===== config.mk =====
export PLATFORM = sky130hd
export DESIGN_NAME = tilemap_port_arbiter
export DESIGN_NICKNAME = d
export VERILOG_FILES = /design/src/rtl/tilemap_pkg.sv /design/src/rtl/tilemap_port_arbiter_clear.sv /design/src/rtl/tilemap_port_arbiter.sv
export SDC_FILE = /design/constraint.sdc
export NUM_CORES = 1
export LEC_CHECK = 0
export CORE_ASPECT_RATIO = 1.2
export CORE_UTILIZATION = 41
export CTS_CLUSTER_SIZE = 16
export DETAILED_ROUTE_END_ITERATION = 6
export HOLD_SLACK_MARGIN = 0.05
export PLACE_DENSITY = 0.81
export SLEW_MARGIN = 20
export SYNTH_ARGS = -nofsm -noshare
export SYNTH_HDL_FRONTEND = slang
export SYNTH_SLANG_ARGS = --single-unit

===== constraint.sdc =====
create_clock -name clk -period 2 [get_ports clk]
set_input_delay 0.4 -clock clk [delete_from_list [all_inputs] [get_ports clk]]
set_output_delay 0.4 -clock clk [all_outputs]
set_load 0.02 [all_outputs]

===== src/rtl/tilemap_pkg.sv =====
// Shared types and board constants for the tile RAM port arbiter.
package tilemap_pkg;

    typedef enum logic [1:0] {OWN_NONE, OWN_VGA, OWN_GAME} rd_owner_t;
    typedef enum logic {WR_IDLE, WR_CLEAR} wr_state_t;

    localparam int BOARD_W = 40;
    localparam int BOARD_H = 30;
    localparam int NTILES  = BOARD_W * BOARD_H;

    localparam logic [3:0] TILE_EMPTY = 4'd0;
    localparam logic [3:0] TILE_SNAKE = 4'd1;
    localparam logic [3:0] TILE_FOOD  = 4'd2;

endpackage


===== src/rtl/tilemap_port_arbiter_clear.sv =====
// Full-board clear sequencer: write FSM, address counter, busy and done pulse.
module tile_clear_seq
    import tilemap_pkg::*;
#(
    parameter int AWIDTH = 11,
    parameter int NTILES = 1200
) (
    input  logic              clk,
    input  logic              rst_n,
    input  logic              clear_start,
    output logic              busy,
    output logic              done,
    output logic [AWIDTH-1:0] count
);

    localparam logic [AWIDTH-1:0] LAST = AWIDTH'(NTILES - 1);

    wr_state_t         state;
    wr_state_t         state_next;
    logic [AWIDTH-1:0] count_next;
    logic              done_next;

    always_ff @(posedge clk or negedge rst_n) begin
        if (!rst_n) begin
            state <= WR_IDLE;
            count <= '0;
            done  <= 1'b0;
        end else begin
            state <= state_next;
            count <= count_next;
            done  <= done_next;
        end
    end

    // clear_start is only looked at in IDLE, so a restart request mid-sweep is dropped
    always_comb begin
        state_next = state;
        count_next = count;
        done_next  = 1'b0;
        busy       = 1'b0;
        case (state)
            WR_IDLE: begin
                if (clear_start) begin
                    state_next = WR_CLEAR;
                    count_next = '0;
                end
            end
            WR_CLEAR: begin
                busy = 1'b1;
                if (count == LAST) begin
                    state_next = WR_IDLE;
                    count_next = '0;
                    done_next  = 1'b1;
                end else begin
                    count_next = count + AWIDTH'(1);
                end
            end
            default: state_next = WR_IDLE;
        endcase
    end

endmodule


===== src/rtl/tilemap_port_arbiter.sv =====
// Shares one tile RAM between VGA scanout, game reads/writes and the clear sweep.
module tilemap_port_arbiter
    import tilemap_pkg::*;
#(
    parameter int               DWIDTH    = 4,
    parameter int               AWIDTH    = 11,
    parameter int               NTILES    = 1200,
    parameter logic [DWIDTH-1:0] CLEAR_VAL = '0
) (
    input  logic              clk,
    input  logic              rst_n,
    input  logic              vga_req,
    input  logic [AWIDTH-1:0] vga_addr,
    output logic              vga_valid,
    output logic [DWIDTH-1:0] vga_data,
    input  logic              gr_req,
    input  logic [AWIDTH-1:0] gr_addr,
    output logic              gr_gnt,
    output logic              gr_valid,
    output logic [DWIDTH-1:0] gr_data,
    input  logic              gw_req,
    input  logic [AWIDTH-1:0] gw_addr,
    input  logic [DWIDTH-1:0] gw_data,
    output logic              gw_gnt,
    input  logic              clear_start,
    output logic              clear_busy,
    output logic              clear_done,
    output logic              mem_re,
    output logic [AWIDTH-1:0] mem_raddr,
    output logic              mem_we,
    output logic [AWIDTH-1:0] mem_waddr,
    output logic [DWIDTH-1:0] mem_wdata,
    input  logic [DWIDTH-1:0] mem_rdata
);

    logic [AWIDTH-1:0] clear_count;
    rd_owner_t         owner;
    rd_owner_t         owner_next;
    logic              byp;
    logic              byp_next;
    logic [DWIDTH-1:0] byp_data;
    logic [DWIDTH-1:0] vga_hold;
    logic [DWIDTH-1:0] gr_hold;
    logic [DWIDTH-1:0] gr_rd;

    tile_clear_seq #(
        .AWIDTH (AWIDTH),
        .NTILES (NTILES)
    ) u_clear (
        .clk         (clk),
        .rst_n       (rst_n),
        .clear_start (clear_start),
        .busy        (clear_busy),
        .done        (clear_done),
        .count       (clear_count)
    );

    // VGA always wins the read port; the game read waits while vga_req is high
    always_comb begin
        mem_re     = 1'b0;
        mem_raddr  = vga_addr;
        gr_gnt     = 1'b0;
        owner_next = OWN_NONE;
        if (rst_n) begin
            if (vga_req) begin
                mem_re     = 1'b1;
                owner_next = OWN_VGA;
            end else if (gr_req) begin
                mem_re     = 1'b1;
                mem_raddr  = gr_addr;
                gr_gnt     = 1'b1;
                owner_next = OWN_GAME;
            end
        end
    end

    always_comb begin
        mem_we    = 1'b0;
        mem_waddr = gw_addr;
        mem_wdata = gw_data;
        gw_gnt    = 1'b0;
        if (rst_n) begin
            if (clear_busy) begin
                mem_we    = 1'b1;
                mem_waddr = clear_count;
                mem_wdata = CLEAR_VAL;
            end else if (gw_req) begin
                mem_we = 1'b1;
                gw_gnt = 1'b1;
            end
        end
    end

    // RAM returns pre-write data on a same-address collision, so game reads take the write value
    assign byp_next = gr_gnt && mem_we && (mem_waddr == gr_addr);

    always_ff @(posedge clk or negedge rst_n) begin
        if (!rst_n) begin
            owner    <= OWN_NONE;
            byp      <= 1'b0;
            vga_hold <= '0;
            gr_hold  <= '0;
        end else begin
            owner <= owner_next;
            byp   <= byp_next;
            if (owner == OWN_VGA) vga_hold <= mem_rdata;
            if (owner == OWN_GAME) gr_hold <= gr_rd;
        end
    end

    always_ff @(posedge clk) begin
        byp_data <= mem_wdata;
    end

    assign gr_rd     = byp ? byp_data : mem_rdata;
    assign vga_valid = (owner == OWN_VGA);
    assign gr_valid  = (owner == OWN_GAME);
    assign vga_data  = vga_valid ? mem_rdata : vga_hold;
    assign gr_data   = gr_valid ? gr_rd : gr_hold;

endmodule


==> flow_summary.json, run 1 <==
{
  "dieHeight_um": 75.7,
  "period_share": 0.989,
  "portBuffers": 88,
  "fmax_mhz": 506,
  "grt_use_total": 0.263,
  "ys_seq_area_frac": 0.366,
  "ios": 89,
  "yosys_most_used_dff": "dfrtp_1",
  "syn-cell-area_sq_um": 1860,
  "numPlacedInstances": 390,
  "diodes": 0,
  "cp-end-kind": "primary output",
  "clock_latency_ns": 0.27,
  "finClkSkew_ns": 0.00392,
  "critPathRequiredTime_ns": 1.60,
  "place_congestion": 0.896,
  "final-setup-viol-count": 0,
  "placed_area_sq_um": 3120,
  "cp_max_fo": 16,
  "ys_seq_elements": 28,
  "slew_viol_final": 0,
  "ant_nets": 0,
  "first_global_vias": 2062,
  "synth_warnings": 0,
  "async_reset_ff_frac": 0.857,
  "synthToLayoutAreaGrowth_pct": 68.4,
  "status": "finished clean",
  "startpoint_type": "input pin",
  "fill_cells": 321,
  "numCtsBuffers": 3,
  "period_needed_ns": 1.98,
  "ctsHtreeMaxLevel": 1,
  "irDropWorstVdd_uv": 560,
  "worst_slew_pin_slew_ns": 0.467,
  "cts_setup_buffers": 0,
  "dp_slack_ns": -0.564,
  "fin_area_sq_um": 3130,
  "rows": 26,
  "arrival_ns": 1.58,
  "drive_gt1_frac": 0.275,
  "vias": 2085,
  "synth-edff-count": 0,
  "synth.top_cells.by_area": "dfrtp_1 32%, mux2_2 8.5%, nand2_1 6.5%",
  "maxCapViolCount": 0,
  "yosysUniqueCellTypes": 48,
  "final_util": 0.729,
  "antenna_found_initial": 0,
  "hold_class": "in -> async",
  "reg2reg_depth": 7,
  "synthCells": 208,
  "cts_num_sinks": 28,
  "die_area_sq_um": 4810,
  "syn-num-nets": 256,
  "setup_ws_ns": 0.0225,
  "core_sq_um": 4290,
  "cts_root_buffer": "clkbuf_8",
  "start_util": 0.433,
  "die_w_um": 63.5,
  "clk_pin_slew_ns": 0.09,
  "hpwl_um": 4920,
  "final_hold_viol_count": 0,
  "synth_top_area_share": 0.323,
  "maxSlewHeadroom": 0.686,
  "fin_nets": 387,
  "timing.hold.ws_ns": 0.254,
  "wirelength_um": 6290,
  "cts_tree": "yes",
  "drc": 0,
  "leakagePower_nw": 1.48,
  "hold_buffers": 0,
  "gr-total-overflow": 0,
  "final_cell_count_no_fill": 394,
  "power_density_nw_per_um2": 740,
  "wl_per_cell_um": 16.0,
  "yosys.area.top_type": "dfrtp_1",
  "firstDrtPassIters": 4,
  "grt_setup_unrepaired": "false",
  "cts_buffer_depth": 2,
  "grt_pass1_wl_um": 9660,
  "drtIter0Drc": 76,
  "path_class": "in -> out",
  "synth_area_per_cell_sq_um": 8.93,
  "grt_max_degree": 17,
  "via_per_inst": 5.29
}
==> logic make-up (layout without fill, tap and decap cells) <==
group,count (synthesis),after routing,share of synthesized area
buffers and inverters,22,152,0.0599
flip-flops,28,28,0.366
AO/OA/AOI/OAI,47,47,0.174
multiplexers,20,20,0.123
adder cells (fa/ha/maj),1,1,0.00673
AND/OR/NAND/NOR,80,80,0.223
XOR/XNOR,10,10,0.0471
==> routing by layer <==
metal  share of wire  vias to the layer above  GRT usage
met5               0                        -          0
met4           0.012                        0     0.0631
met3           0.059                        7     0.0344
met2            0.54                       93      0.537
met1            0.39                      988      0.286
li1                -                      997          -
==> power breakdown <==
| group | total (W) | internal, W | switching, W |
|---|---|---|---|
| Sequential | 0.000896 | 0.000698 | 0.000197 |
| Combinational | 0.00110 | 0.000554 | 0.000549 |
| Clock | 0.000317 | 0.000143 | 0.000174 |
==> through the flow <==
| stage | TNS (ns) | power [W] |
|---|---|---|
| floorplan | 0 | 0.00149 |
| global placement | -15.87 | 0.00203 |
| detailed placement | -17.02 | 0.00207 |
| CTS | 0 | 0.00232 |
| global route | 0 | 0.00244 |
| finish | 0 | 0.00232 |
==> timing repair <==
item,CTS,global route
pin swaps,0,0
setup endpoints to repair,40,14
gates resized for setup,69,16
==> synthesized netlist by cell type, types with 2 or more instances <==
cell type	number
a31oi_1	5
and2_1	6
and3_1	2
buf_2	2
buf_6	3
clkbuf_1	6
dfrtp_1	24
dfxtp_1	4
inv_1	8
inv_2	2
mux2_2	14
mux2_4	2
mux2i_1	4
nand2_1	32
nand2b_1	4
nand3_1	7
nor2_1	10
nor2b_1	4
nor3_1	5
nor4_1	2
o21a_1	2
o21ai_0	17
o21ai_1	8
o31ai_1	3
xnor2_1	4
xor2_1	6
==> worst max-delay path, stage by stage <==
cell,delay [ns]
clkdlybuf4s15_2,0.26
nand2_2,0.12
buf_12,0.15
mux2_4,0.31
dlygate4sd2_1,0.33
==> flip-flops by register name, summed over array words and instances, names as in the netlist <==
name / cells
u_clear.done: 1
u_clear.count: 11
byp_data: 4
byp: 1
gr_hold: 4
vga_hold: 4
owner: 2
u_clear.state: 1
==> cell type report <==
| type | count | area, sq um | area share |
|---|---|---|---|
| repair buffers | 138 | 1210 | 0.388 |
| well taps | 56 | 70.1 | 0.0224 |
| flip-flops and latches | 28 | 681 | 0.218 |
| clock buffers | 4 | 45.0 | 0.0144 |
| inverters | 10 | 37.5 | 0.0120 |
| multi-input cells | 158 | 1080 | 0.346 |
==> path summary, 6_finish.rpt <==
check | start | endpoint | slack (ns)
worst max register to register | u_clear.count[0] | u_clear.count[9] | 0.21
min in group clk | vga_hold[1] | vga_hold[1] | 0.51
worst max-delay path | rst_n | mem_waddr[4] | 0.02
max in group asynchronous | rst_n | u_clear.count[5] | 1.58
worst min register to register | vga_hold[1] | vga_hold[1] | 0.51
worst min-delay path | rst_n | u_clear.count[4] | 0.25
==> cell usage in the layout (no fill, tap or decap), types with 7 or more instances in the layout <==
cell type and instances:
mux2_2 14, inv_1 8, clkbuf_2 8, dlygate4sd2_1 23, dfrtp_1 24, nand3_1 7, clkdlybuf4s50_1 45, buf_4 48
o21ai_1 11, nor2_1 10, o21ai_0 13, nand2_1 32
(Power assumes the default switching activity.)
==> run 2: changes to the inputs <==
--- a/config.mk
+++ b/config.mk
@@ -6,11 +6,11 @@
 export NUM_CORES = 1
 export LEC_CHECK = 0
 export CORE_ASPECT_RATIO = 1.2
-export CORE_UTILIZATION = 41
+export CORE_UTILIZATION = 42
 export CTS_CLUSTER_SIZE = 16
 export DETAILED_ROUTE_END_ITERATION = 6
+export DONT_BUFFER_PORTS = 1
 export HOLD_SLACK_MARGIN = 0.05
-export PLACE_DENSITY = 0.81
 export SLEW_MARGIN = 20
 export SYNTH_ARGS = -nofsm -noshare
 export SYNTH_HDL_FRONTEND = slang
==> constraint.sdc (replaced) <==
create_clock -name clk -period 1.7 [get_ports clk]
set_input_delay 0.34 -clock clk [delete_from_list [all_inputs] [get_ports clk]]
set_output_delay 0.34 -clock clk [all_outputs]
set_load 0.02 [all_outputs]
==> run 2 against run 1 <==
Net effect:
- clock-buffer cell count decreased by 1
- via count decreased by 21%
- critical path type is now reg -> out
- global-route usage decreased by 4.6 points
- sequential cell count unchanged
- largest power group unchanged
- wire length down 20%
- cell count shrank 25%
- setup slack lost 0.0089 ns
- core utilization is 18 points lower
- sequential power up 11%
==> flow_summary.json, run 2 (synthesis results as in run 1) <==
{
  "clock_latency_ns": 0.27,
  "setup.worst_path.start": "u_clear.state",
  "critPathBufInv": 2,
  "start_util": 0.436,
  "drive_gt1_frac": 0.324,
  "drtIter0Drc": 80,
  "maxCapViolCount": 0,
  "numCtsBuffers": 3,
  "leakagePower_nw": 1.05,
  "hold_class": "in -> reg",
  "slew_viol_final": 0,
  "cp_max_fo": 7,
  "critPathRequiredTime_ns": 1.36,
  "ctsHtreeMaxLevel": 1,
  "ios": 89,
  "finalPower_w": 0.00260,
  "core_sq_um": 4260,
  "clk_pin_slew_ns": 0.10,
  "pwr-share-clk": 0.138,
  "grt_use_total": 0.217,
  "rrSetupSlack_ns": 0.07,
  "fill_cells": 383,
  "cts_buffer_depth": 2,
  "startpoint_type": "register",
  "r2r_end": "byp",
  "grt_max_degree": 25,
  "power_density_nw_per_um2": 1120,
  "path_cells": "and2_4 -> buf_6 -> o21ai_2 -> buf_4",
  "dp_slack_ns": 0.0405,
  "swShare": 0.396,
  "firstDrtPassIters": 4,
  "r2r_start": "u_clear.state",
  "comb_power_share": 0.481,
  "reg2reg_depth": 5,
  "fmax_mhz": 593,
  "dieHeight_um": 74.9,
  "hpwl_um": 3890,
  "slowest_stage": "dfrtp_2",
  "worst_slew_pin_slew_ns": 0.460,
  "internal_power_w": 0.00157,
  "die_area_sq_um": 4690,
  "cts_num_sinks": 28,
  "period_needed_ns": 1.69,
  "cp_num_cells": 4,
  "maxSlewHeadroom": 0.691,
  "largest_register": "u_clear.count",
  "portBuffers": 0,
  "drc": 0,
  "die_w_um": 62.7,
  "p_switching_w": 0.00103,
  "max_stage_delay_ns": 0.47,
  "crit_end": "mem_waddr[2]",
  "period_share": 0.992,
  "crit_family": "flip-flops",
  "final_common_cell": "buf_4",
  "setup_ws_ns": 0.0135,
  "first_global_vias": 1586,
  "irDropWorstVdd_uv": 516,
  "grt_pass1_wl_um": 7810,
  "seq_power_share": 0.381,
  "place_congestion": 0.829,
  "cts_tree": "yes",
  "antenna_found_initial": 0,
  "final_util": 0.546,
  "synthToLayoutAreaGrowth_pct": 25.3,
  "largest_reg_flops": 11,
  "ant_nets": 0,
  "final-setup-viol-count": 0,
  "status": "finished clean",
  "via_per_inst": 5.58,
  "diodes": 0,
  "wirelength_um": 5040,
  "finClkSkew_ns": 0.00784,
  "wl_per_cell_um": 17.1,
  "path_class": "reg -> out",
  "fin_nets": 288,
  "mostFrequentLayoutCells": "31 x buf_4, 30 x nand2_1, 23 x dfrtp_1",
  "final_hold_viol_count": 0,
  "arrival_ns": 1.35,
  "rows": 26,
  "cp-end-kind": "primary output",
  "grt_setup_unrepaired": "true",
  "cts_root_buffer": "clkbuf_8",
  "gr-total-overflow": 0,
  "vias": 1640
}
==> run 2: area by class of cell <==
cell class	instances	area, sq um	share of cell area
multi-input combinational	158	1160	0.497
clock buffer	3	41.3	0.0177
timing repair buffer	39	339	0.146
inverter	10	40.0	0.0172
tap	56	70.1	0.0301
sequential	28	682	0.293
==> run 2: worst min path at each step <==
stage,startpoint,endpoint,slack (ns),depth (start not counted)
after floorplan,rst_n,byp,0.04,0
final,rst_n,owner[0],0.20,1
after CTS,rst_n,owner[0],0.20,1
after detailed placement,rst_n,gr_hold[1],0.05,0
after global placement,rst_n,gr_hold[3],0.05,0
after global routing,rst_n,owner[0],0.18,1
==> run 2: through the flow <==
step	setup TNS (ns)	cells	instance area, sq um	hold slack, ns
2_1_floorplan	-0.105	208	1860	0.0444
3_3_place_gp	0	284	2110	0.0450
3_5_place_dp	0	284	2110	0.0452
4_1_cts	-0.0532	293	2270	0.196
5_1_grt	-0.179	294	2330	0.181
6_report	0	294	2330	0.201
==> run 2: power groups by stage <==
stage | combinational (W) | clock (W) | sequential (W)
floorplan | 0.000794 | 0 | 0.000963
global placement | 0.00112 | 0 | 0.000996
detailed placement | 0.00113 | 0 | 0.000995
CTS | 0.00122 | 0.000363 | 0.000983
global route | 0.00137 | 0.000396 | 0.00102
finish | 0.00125 | 0.000358 | 0.000991
==> run 2: repair_timing <==
item                       4_1_cts  5_1_grt
hold endpoints to repair        24        0
buffers inserted                 4        1
pin swaps                        1        2
hold buffers                     2        0
resized for setup               21       15
setup endpoints to repair       20       27
==> run 2: routing by layer <==
layer | share of wire | routed length, um | up-vias | track usage
li1 | - | - | 790 | -
met1 | 0.42 | 2110 | 783 | 0.254
met2 | 0.52 | 2620 | 61 | 0.402
met3 | 0.047 | 236 | 6 | 0.0470
met4 | 0.014 | 69 | 0 | 0.0594
met5 | 0 | 0 | - | 0
